**src/rtl/bitnet_pkg.sv**
```systemverilog
// Shared types and width helpers for the BitNet weight-flip datapath.
package bitnet_pkg;

  typedef enum logic [1:0] {IDLE, READ, WAIT, WRITE} flip_state_t;

  localparam int RD_LAT_DEFAULT = 2;

  // A single lane still needs one index bit so that ports never collapse to zero width.
  function automatic int lane_width(input int n_lanes);
    return (n_lanes > 1) ? $clog2(n_lanes) : 1;
  endfunction

  function automatic int addr_width(input int row_w, input int n_lanes);
    return row_w + lane_width(n_lanes);
  endfunction

endpackage

```
**src/rtl/flip_writer_if.sv**
```systemverilog
// Trigger, BRAM and status signals between the accumulator row, flip_writer and weight memory.
interface flip_writer_if #(
  parameter int N_LANES = 16,
  parameter int ROW_W   = 8,
  parameter int CNT_W   = 32
);
  import bitnet_pkg::*;

  localparam int ADDR_W = addr_width(ROW_W, N_LANES);

  logic               trig_valid_in;
  logic [N_LANES-1:0] trig_in;
  logic [ROW_W-1:0]   row_in;
  logic               trig_ready_out;
  logic               rd_en_out;
  logic [ADDR_W-1:0]  rd_addr_out;
  logic               rd_data_in;
  logic               wr_en_out;
  logic [ADDR_W-1:0]  wr_addr_out;
  logic               wr_data_out;
  logic               done_out;
  logic [CNT_W-1:0]   flip_count_out;

  modport master (
    output trig_valid_in, trig_in, row_in, rd_data_in,
    input  trig_ready_out, rd_en_out, rd_addr_out, wr_en_out, wr_addr_out,
    input  wr_data_out, done_out, flip_count_out
  );

  modport slave (
    input  trig_valid_in, trig_in, row_in, rd_data_in,
    output trig_ready_out, rd_en_out, rd_addr_out, wr_en_out, wr_addr_out,
    output wr_data_out, done_out, flip_count_out
  );

endinterface

```
**src/rtl/lowest_set_idx.sv**
```systemverilog
// Fixed-priority encoder: index of the lowest set bit, plus a flag that any bit is set.
module lowest_set_idx #(
  parameter int W     = 16,
  parameter int IDX_W = (W > 1) ? $clog2(W) : 1
) (
  input  logic [W-1:0]     vec,
  output logic [IDX_W-1:0] idx,
  output logic             any
);

  // Scanning downward lets the lowest set bit overwrite any higher one.
  always_comb begin
    idx = '0;
    any = 1'b0;
    for (int i = W - 1; i >= 0; i--) begin
      if (vec[i]) begin
        idx = IDX_W'(i);
        any = 1'b1;
      end
    end
  end

endmodule

```
**src/rtl/flip_writer.sv**
```systemverilog
// Drains a captured trigger vector into read-modify-write sign flips of 1-bit weights,
// one lane at a time in ascending lane order.
module flip_writer
  import bitnet_pkg::*;
#(
  parameter int N_LANES = 16,
  parameter int ROW_W   = 8,
  parameter int RD_LAT  = RD_LAT_DEFAULT,
  parameter int CNT_W   = 32
) (
  input  logic         clk_in,
  input  logic         rst_n_in,
  flip_writer_if.slave bus
);

  localparam int LANE_W = lane_width(N_LANES);
  localparam int ADDR_W = ROW_W + LANE_W;
  localparam int WAIT_W = $clog2(RD_LAT + 1);

  flip_state_t        state, state_nx;
  logic [N_LANES-1:0] pending;
  logic [N_LANES-1:0] lane_mask;
  logic [N_LANES-1:0] remaining;
  logic [ROW_W-1:0]   row;
  logic [LANE_W-1:0]  lane_sel;
  logic [LANE_W-1:0]  lane;
  logic               any_set;
  logic [WAIT_W-1:0]  wait_cnt;
  logic [ADDR_W-1:0]  rd_addr_q;
  logic [ADDR_W-1:0]  wr_addr_q;
  logic               wr_data_q;
  logic               ready_q;
  logic [CNT_W-1:0]   flip_count;
  logic               capture;

  lowest_set_idx #(.W(N_LANES), .IDX_W(LANE_W)) u_lowest (
    .vec (pending),
    .idx (lane_sel),
    .any (any_set)
  );

  assign capture   = bus.trig_valid_in && ready_q;
  assign lane_mask = {{(N_LANES-1){1'b0}}, 1'b1} << lane;
  assign remaining = pending & ~lane_mask;

  always_comb begin
    state_nx = state;
    case (state)
      IDLE:    if (capture && (bus.trig_in != '0)) state_nx = READ;
      READ:    state_nx = any_set ? WAIT : IDLE;
      WAIT:    if (wait_cnt == WAIT_W'(1)) state_nx = WRITE;
      WRITE:   state_nx = (remaining != '0) ? READ : IDLE;
      default: state_nx = IDLE;
    endcase
  end

  always_ff @(posedge clk_in or negedge rst_n_in) begin
    if (!rst_n_in) begin
      state      <= IDLE;
      ready_q    <= 1'b0;
      pending    <= '0;
      row        <= '0;
      lane       <= '0;
      wait_cnt   <= '0;
      rd_addr_q  <= '0;
      wr_addr_q  <= '0;
      wr_data_q  <= 1'b0;
      flip_count <= '0;
    end else begin
      state   <= state_nx;
      ready_q <= (state_nx == IDLE);
      case (state)
        IDLE: begin
          if (capture) begin
            pending <= bus.trig_in;
            row     <= bus.row_in;
          end
        end
        READ: begin
          lane      <= lane_sel;
          rd_addr_q <= {row, lane_sel};
          wait_cnt  <= WAIT_W'(RD_LAT);
        end
        WAIT: begin
          wait_cnt <= wait_cnt - WAIT_W'(1);
          // Last wait cycle is exactly when the BRAM presents the read word.
          if (wait_cnt == WAIT_W'(1)) begin
            wr_addr_q <= {row, lane};
            wr_data_q <= ~bus.rd_data_in;
          end
        end
        WRITE: begin
          pending <= remaining;
          if (flip_count != {CNT_W{1'b1}}) flip_count <= flip_count + CNT_W'(1);
        end
        default: ;
      endcase
    end
  end

  // Read address is live during READ so the lane choice costs no extra cycle.
  assign bus.trig_ready_out = ready_q;
  assign bus.rd_en_out      = (state == READ);
  assign bus.rd_addr_out    = (state == READ) ? {row, lane_sel} : rd_addr_q;
  assign bus.wr_en_out      = (state == WRITE);
  assign bus.wr_addr_out    = wr_addr_q;
  assign bus.wr_data_out    = wr_data_q;
  assign bus.done_out       = (state == WRITE) && (remaining == '0);
  assign bus.flip_count_out = flip_count;

endmodule

```
**src/flat_wrapper.sv**
```systemverilog
// flat-port wrapper written by rule: the top's interface ports become plain ports
module flip_writer_flat import bitnet_pkg::*;
#(
  parameter int N_LANES = 16,
  parameter int ROW_W   = 8,
  parameter int RD_LAT  = RD_LAT_DEFAULT,
  parameter int CNT_W   = 32
)
  (clk_in, rst_n_in, bus_trig_valid_in, bus_trig_in, bus_row_in, bus_rd_data_in, bus_trig_ready_out, bus_rd_en_out, bus_rd_addr_out, bus_wr_en_out, bus_wr_addr_out, bus_wr_data_out, bus_done_out, bus_flip_count_out);
  flip_writer_if #(.N_LANES(N_LANES), .ROW_W(ROW_W), .CNT_W(CNT_W)) bus_i ();
  input  logic clk_in;
  input  logic rst_n_in;
  input wire logic [$bits(bus_i.trig_valid_in)-1:0] bus_trig_valid_in;
  input wire logic [$bits(bus_i.trig_in)-1:0] bus_trig_in;
  input wire logic [$bits(bus_i.row_in)-1:0] bus_row_in;
  input wire logic [$bits(bus_i.rd_data_in)-1:0] bus_rd_data_in;
  output wire logic [$bits(bus_i.trig_ready_out)-1:0] bus_trig_ready_out;
  output wire logic [$bits(bus_i.rd_en_out)-1:0] bus_rd_en_out;
  output wire logic [$bits(bus_i.rd_addr_out)-1:0] bus_rd_addr_out;
  output wire logic [$bits(bus_i.wr_en_out)-1:0] bus_wr_en_out;
  output wire logic [$bits(bus_i.wr_addr_out)-1:0] bus_wr_addr_out;
  output wire logic [$bits(bus_i.wr_data_out)-1:0] bus_wr_data_out;
  output wire logic [$bits(bus_i.done_out)-1:0] bus_done_out;
  output wire logic [$bits(bus_i.flip_count_out)-1:0] bus_flip_count_out;
  assign bus_i.trig_valid_in = bus_trig_valid_in;
  assign bus_i.trig_in = bus_trig_in;
  assign bus_i.row_in = bus_row_in;
  assign bus_i.rd_data_in = bus_rd_data_in;
  assign bus_trig_ready_out = bus_i.trig_ready_out;
  assign bus_rd_en_out = bus_i.rd_en_out;
  assign bus_rd_addr_out = bus_i.rd_addr_out;
  assign bus_wr_en_out = bus_i.wr_en_out;
  assign bus_wr_addr_out = bus_i.wr_addr_out;
  assign bus_wr_data_out = bus_i.wr_data_out;
  assign bus_done_out = bus_i.done_out;
  assign bus_flip_count_out = bus_i.flip_count_out;
  flip_writer #(.N_LANES(N_LANES), .ROW_W(ROW_W), .RD_LAT(RD_LAT), .CNT_W(CNT_W)) u_core (.clk_in(clk_in), .rst_n_in(rst_n_in), .bus(bus_i));
endmodule
```
**config.mk**
```make
export PLATFORM = sky130hd
export DESIGN_NAME = flip_writer_flat
export DESIGN_NICKNAME = d
export VERILOG_FILES = /design/src/rtl/bitnet_pkg.sv /design/src/rtl/flip_writer_if.sv /design/src/rtl/lowest_set_idx.sv /design/src/rtl/flip_writer.sv /design/src/flat_wrapper.sv
export SDC_FILE = /design/constraint.sdc
export NUM_CORES = 1
export LEC_CHECK = 0
export CORE_MARGIN = 10
export CORE_UTILIZATION = 45
export CTS_CLUSTER_SIZE = 10
export DETAILED_ROUTE_END_ITERATION = 12
export PLACE_DENSITY = 0.73
export SLEW_MARGIN = 20
export SYNTH_ARGS = -nofsm -noshare
export SYNTH_HDL_FRONTEND = slang
export SYNTH_SLANG_ARGS = --single-unit
```
**constraint.sdc**
```tcl
create_clock -name clk_in -period 5.36 [get_ports clk_in]
set_input_delay 1.072 -clock clk_in [delete_from_list [all_inputs] [get_ports clk_in]]
set_output_delay 1.072 -clock clk_in [all_outputs]
set_load 0.005 [all_outputs]
```
[Word level (Yosys, flattened, before mapping)]
Cells that the tools add are included.
Word-level totals
  register bits: 90
  logic and storage cells: 77
  input bits: 28
  output and inout bits: 61
Operators by class
  add/sub/neg operators: 2
  bitwise operators: 3
  equality and inequality tests: 6
  shifts and indexed selects: 1
  mux-type cells: 41
  reductions and logical operators: 14
Operators with widths (count)
  $mux W4: 16
  $add A32 B1 Y32 const B: 1
  $ne A32 B32 Y1 const B: 1
  $pmux W16 S2: 1
  $reduce_bool A16 Y1: 2
  $mux W1: 17
  $and A16 B16 Y16: 1
  $logic_not A16 Y1: 1
  $mux W16: 1
  $not A16 Y16: 1
  $shl A1 B4 Y16 const A: 1
  $mux W12: 1
  $pmux W2 S4: 1
  $reduce_and A2 Y1: 4
  $mux W2: 3
  $eq A2 B1 Y1 const B: 2
  $eq A2 B2 Y1 const B: 2
  $logic_not A2 Y1: 2
  $pmux W2 S2: 1
  $reduce_bool A2 Y1: 2
  $logic_and A1 B1 Y1: 3
  $ne A2 B1 Y1 const B: 1
  $sub A2 B1 Y2 const B: 1
  $not A1 Y1: 1

[Longest topological paths before layout]
  depth after elaboration: 19
  depth in mapped cells: 7
  depth with buffers taken out: 7

[By module]
From an unflattened synthesis, not the netlist that was laid out.
Second synthesis, totals
  cell total of the unflattened synthesis: 416
  area, all modules: 4355.4 sq um
Modules (own cells, without submodules)
  flip_writer: times used 1, area each 4176.5 sq um, cells each 383, sequential area each 2252.2 sq um
  lowest_set_idx: times used 1, area each 178.9 sq um, cells each 33, sequential area each 0.0 sq um

[Least setup slack after synthesis]
No wires, ideal clock.
  kind: register -> output
  start: register u_core.state[1]
  end: output port bus_rd_addr_out[10]
  data required time: 4.288 ns
  arrival: 1.595 ns
  path slack: 2.693 ns
  stages on the path, launching flop included: 6
  buffers on the path: 2
  path through: dfrtp_1 inv_1 ha_1 clkbuf_1 clkbuf_1 mux2_2
On the way
  word-level cells in the longest chain between the ends: 2
RTL lines
  from (decl): RTL line flip_writer.sv:20  | flip_state_t state, state_nx;
  from (signal assigned): RTL line flip_writer.sv:70  | state <= state_nx;
  $eq A2 B1 Y1
  via bus_rd_en_out: RTL line flat_wrapper.sv:18  | output wire logic [$bits(bus_i.rd_en_out)-1:0] bus_rd_en_out;
  $mux W12: RTL line flip_writer.sv:104  | assign bus.rd_addr_out = (state == READ) ? {row, lane_sel} : rd_addr_q;
  to (decl): RTL line flat_wrapper.sv:19  | output wire logic [$bits(bus_i.rd_addr_out)-1:0] bus_rd_addr_out;
The timed path passes the listed nets, and every way through them passes these cells.

[Worst setup path in the final report]
  start: register u_core.lane[3]
  end: output port bus_done_out
On the way
  word-level cells in the longest chain between the ends: 5
RTL lines
  from (decl): RTL line flip_writer.sv:26  | logic [LANE_W-1:0] lane;
  from (signal assigned): RTL line flip_writer.sv:80  | lane <= lane_sel;
  $shl A1 B4 Y16: RTL line flip_writer.sv:43  | assign lane_mask = {{(N_LANES-1){1'b0}}, 1'b1} << lane;
  $not A16 Y16: RTL line flip_writer.sv:44  | assign remaining = pending & ~lane_mask;
  $and A16 B16 Y16: RTL line flip_writer.sv:44
  $logic_not A16 Y1: RTL line flip_writer.sv:108  | assign bus.done_out = (state == WRITE) && (remaining == '0);
  $logic_and A1 B1 Y1: RTL line flip_writer.sv:108
  to (decl): RTL line flat_wrapper.sv:23  | output wire logic [$bits(bus_i.done_out)-1:0] bus_done_out;
Every way passes these cells.

==> flow_summary.ini <==
[run_status]
status = completed

[detailed_routing]
drt-initial-drc-count = 335
routed_wl_mm = 11.79
num_vias = 3674
dr.pass1.iters = 6
post-route-drc-count = 0
ant_nets = 0
wire_per_inst_um = 18.05
vias_per_cell = 5.626

[placed_design]
gp_congestion = 0.9071
io_buffers = 88
postPlaceCellArea_um2 = 5446
hpwlAfterDp_mm = 8.650

[timing]
setup_tns_ns = 0
skew_ns = 0.01466
setup_viol = 0
period_needed_ns = 3.908
fmax_mhz = 255.9
worst_pin_slew_ns = 1.080
min_period_over_period = 0.7291
rsz0062_at_grt = no
slew_headroom = 0.2801
report.final.slew_viol_count = 0
finalHoldViolCount = 0

[yosys]
ys_ff_latch = 90
async_flop_share = 1.000
mappedNetlistNets = 468
yosysUniqueCellTypes = 48
ys_warn_count = 0
synth_edf_count = 0
netlist_instances = 433
yosys-top-cells-area = dfrtp_1, mux2_2, o21ai_0
syn_area_per_cell_um2 = 10.31
yosysTopAreaCell = dfrtp_1
ys.flop_type = dfrtp_1
ys_seq_area_frac = 0.5046
synth_top_area_share = 0.5046
syn_area_um2 = 4463

[cts]
hold_buffers = 0
htree_num_levels = 3
cts_resized = 0
cts_made_buffers = 9
clk_path_buf_depth = 2
clock_latency_ns = 0.37
clk_pin_slew_ns = 0.09
cts_root_buf = clkbuf_8
cts.sinks = 90
cts_tree = yes
post_cts_buffers = 0

[min_path]
holdPathStages = 2
hold_class = reg2reg
min_to = u_core.bus.wr_addr_out[2]
hold_start = u_core.bus.wr_addr_out[2]

[die]
core_um2 = 9729
start_util = 0.4587
row_count = 36
die_h_um = 119.6
io_pins = 89
die_w_um = 119.6
die_area_um2 = 14300

[layout]
num_antenna_cells = 0
fillers = 866
multi_input_area_um2 = 2037
area.growth.synth_to_final_pct = 26.52
nets = 550
drive_gt1_frac = 0.1019
final_util = 0.5804
regArea_um2 = 2252
design_area_um2 = 5647

[grt]
grt_pass1_vias = 3725
grt_pass1_wl_mm = 19.50
grt_usage = 0.1639
antenna_found_initial = 0
gr-total-overflow = 0
grt_max_degree = 73

[setup_path]
critical_path_required_ns = 4.29
crit_type = reg2out
cp-start-kind = flop
worstPathMaxFanout = 14
ff2ff_path_depth = 6
timing.rr.end = u_core.bus.flip_count_out[13]
timing.reg2reg.setup_slack_ns = 2.26
worstPathArrival_ns = 2.84
reg2reg_from = u_core.state[0]
end_kind = primary output

[pwr]
p_total_mw = 1.870
p_leak_nw = 2.404
powerDensity_nw_per_um2 = 331.2
ir_drop_mv = 0.1705

[job]
drv_cap = 0
==> sequential cells by signal, summed over array words and instances (netlist names) <==
name / cells
u_core.bus.wr_data_out: 1
u_core.state: 2
u_core.wait_cnt: 2
u_core.bus.trig_ready_out: 1
u_core.bus.flip_count_out: 32
u_core.lane: 4
u_core.bus.wr_addr_out: 12
u_core.row: 8
u_core.rd_addr_q: 12
u_core.pending: 16
==> routing by layer <==
metal / vias up / part of all wire / GRT usage
met4: 0 / 0.028 / 0.07014
met3: 21 / 0.082 / 0.05720
li1: 1724 / - / -
met2: 145 / 0.47 / 0.2620
met5: - / 0 / 0
met1: 1784 / 0.42 / 0.1967
==> area by class of cell <==
| cell class | count | area share |
|---|---|---|
| clock buffer | 9 | 0.02194 |
| clock inverter | 7 | 0.01352 |
| inverter | 26 | 0.01728 |
| multi-input combinational | 298 | 0.3607 |
| sequential | 90 | 0.3988 |
| tap | 133 | 0.02947 |
| timing repair buffer | 90 | 0.1582 |
==> worst max-delay path by stage <==
stage                               start             endpoint  slack, ns  cells after the start
after floorplan           u_core.state[1]  bus_rd_addr_out[10]       2.69                      5
after global placement     u_core.lane[3]         bus_done_out       1.84                      6
after detailed placement   u_core.lane[3]         bus_done_out       1.87                      6
after CTS                  u_core.lane[3]         bus_done_out       1.43                      6
after global routing       u_core.lane[3]         bus_done_out       1.25                      6
final                      u_core.lane[3]         bus_done_out       1.45                      6
==> metrics by stage <==
step                      hold slack, ns  setup WS, ns  cells
final                             0.4954         1.452    653
after global routing              0.5251         1.254    653
after CTS                         0.4970         1.435    653
after detailed placement          0.4751         1.867    637
after global placement            0.4615         1.842    637
after floorplan                   0.4733         2.693    433
==> Yosys cell counts (4+ instances only) <==
| cell | count |
|---|---|
| dfrtp_1 | 90 |
| o21ai_0 | 45 |
| a21oi_1 | 26 |
| inv_1 | 26 |
| mux2_2 | 24 |
| xnor2_1 | 24 |
| nand2_1 | 19 |
| nand4_1 | 18 |
| nor2_1 | 18 |
| clkbuf_1 | 14 |
| nand3_1 | 14 |
| a2bb2oi_1 | 12 |
| and3_1 | 10 |
| nor2b_1 | 9 |
| nor4_1 | 9 |
| ha_1 | 7 |
| o22ai_1 | 7 |
| xor2_1 | 7 |
| a31oi_1 | 6 |
| nand2b_1 | 5 |
| buf_2 | 4 |
==> cells in the final DEF (no fill, tap or decap), drive strengths merged, types with 4 or more instances in the layout <==
cell and n:
nand3 14, nand4 19, nor4 10, mux2 26
nor2b 9, a21oi 26, ha 7, o21ai 46
nor3 6, nand2 19, a31oi 6, nor2 19
nand2b 5, and3 10, xnor2 24, dfrtp 90
o22ai 7, clkbuf 9, and4 4, xor2 7
clkdlybuf4s50 87, a2bb2oi 12, inv 29
==> critical path: stages, from the launching register on <==
cell and delay [ns]:
dfrtp_1 0.60, mux2_1 0.36, o32ai_1 0.28, o21ai_1 0.13, nor4_2 0.36, and3_1 0.21
clkdlybuf4s50_1 0.52
==> cells by family after synthesis <==
group | Yosys count | synth area share
DFF | 90 | 0.5046
and+or+nand+nor | 125 | 0.1634
buffers and inverters | 45 | 0.03897
adders and majority gates | 7 | 0.01962
xor gates and xnor gates | 31 | 0.06084
AOI/OAI and AO/OA | 108 | 0.1447
muxes | 27 | 0.06784
==> power by group <==
group | switching [mW] | internal (mW) | total (mW)
sequential | 0.0910 | 0.752 | 0.843
combinational | 0.287 | 0.253 | 0.540
clock | 0.267 | 0.221 | 0.487
total | 0.645 | 1.23 | 1.87
No activity file was read; power rests on OpenSTA's default activity.
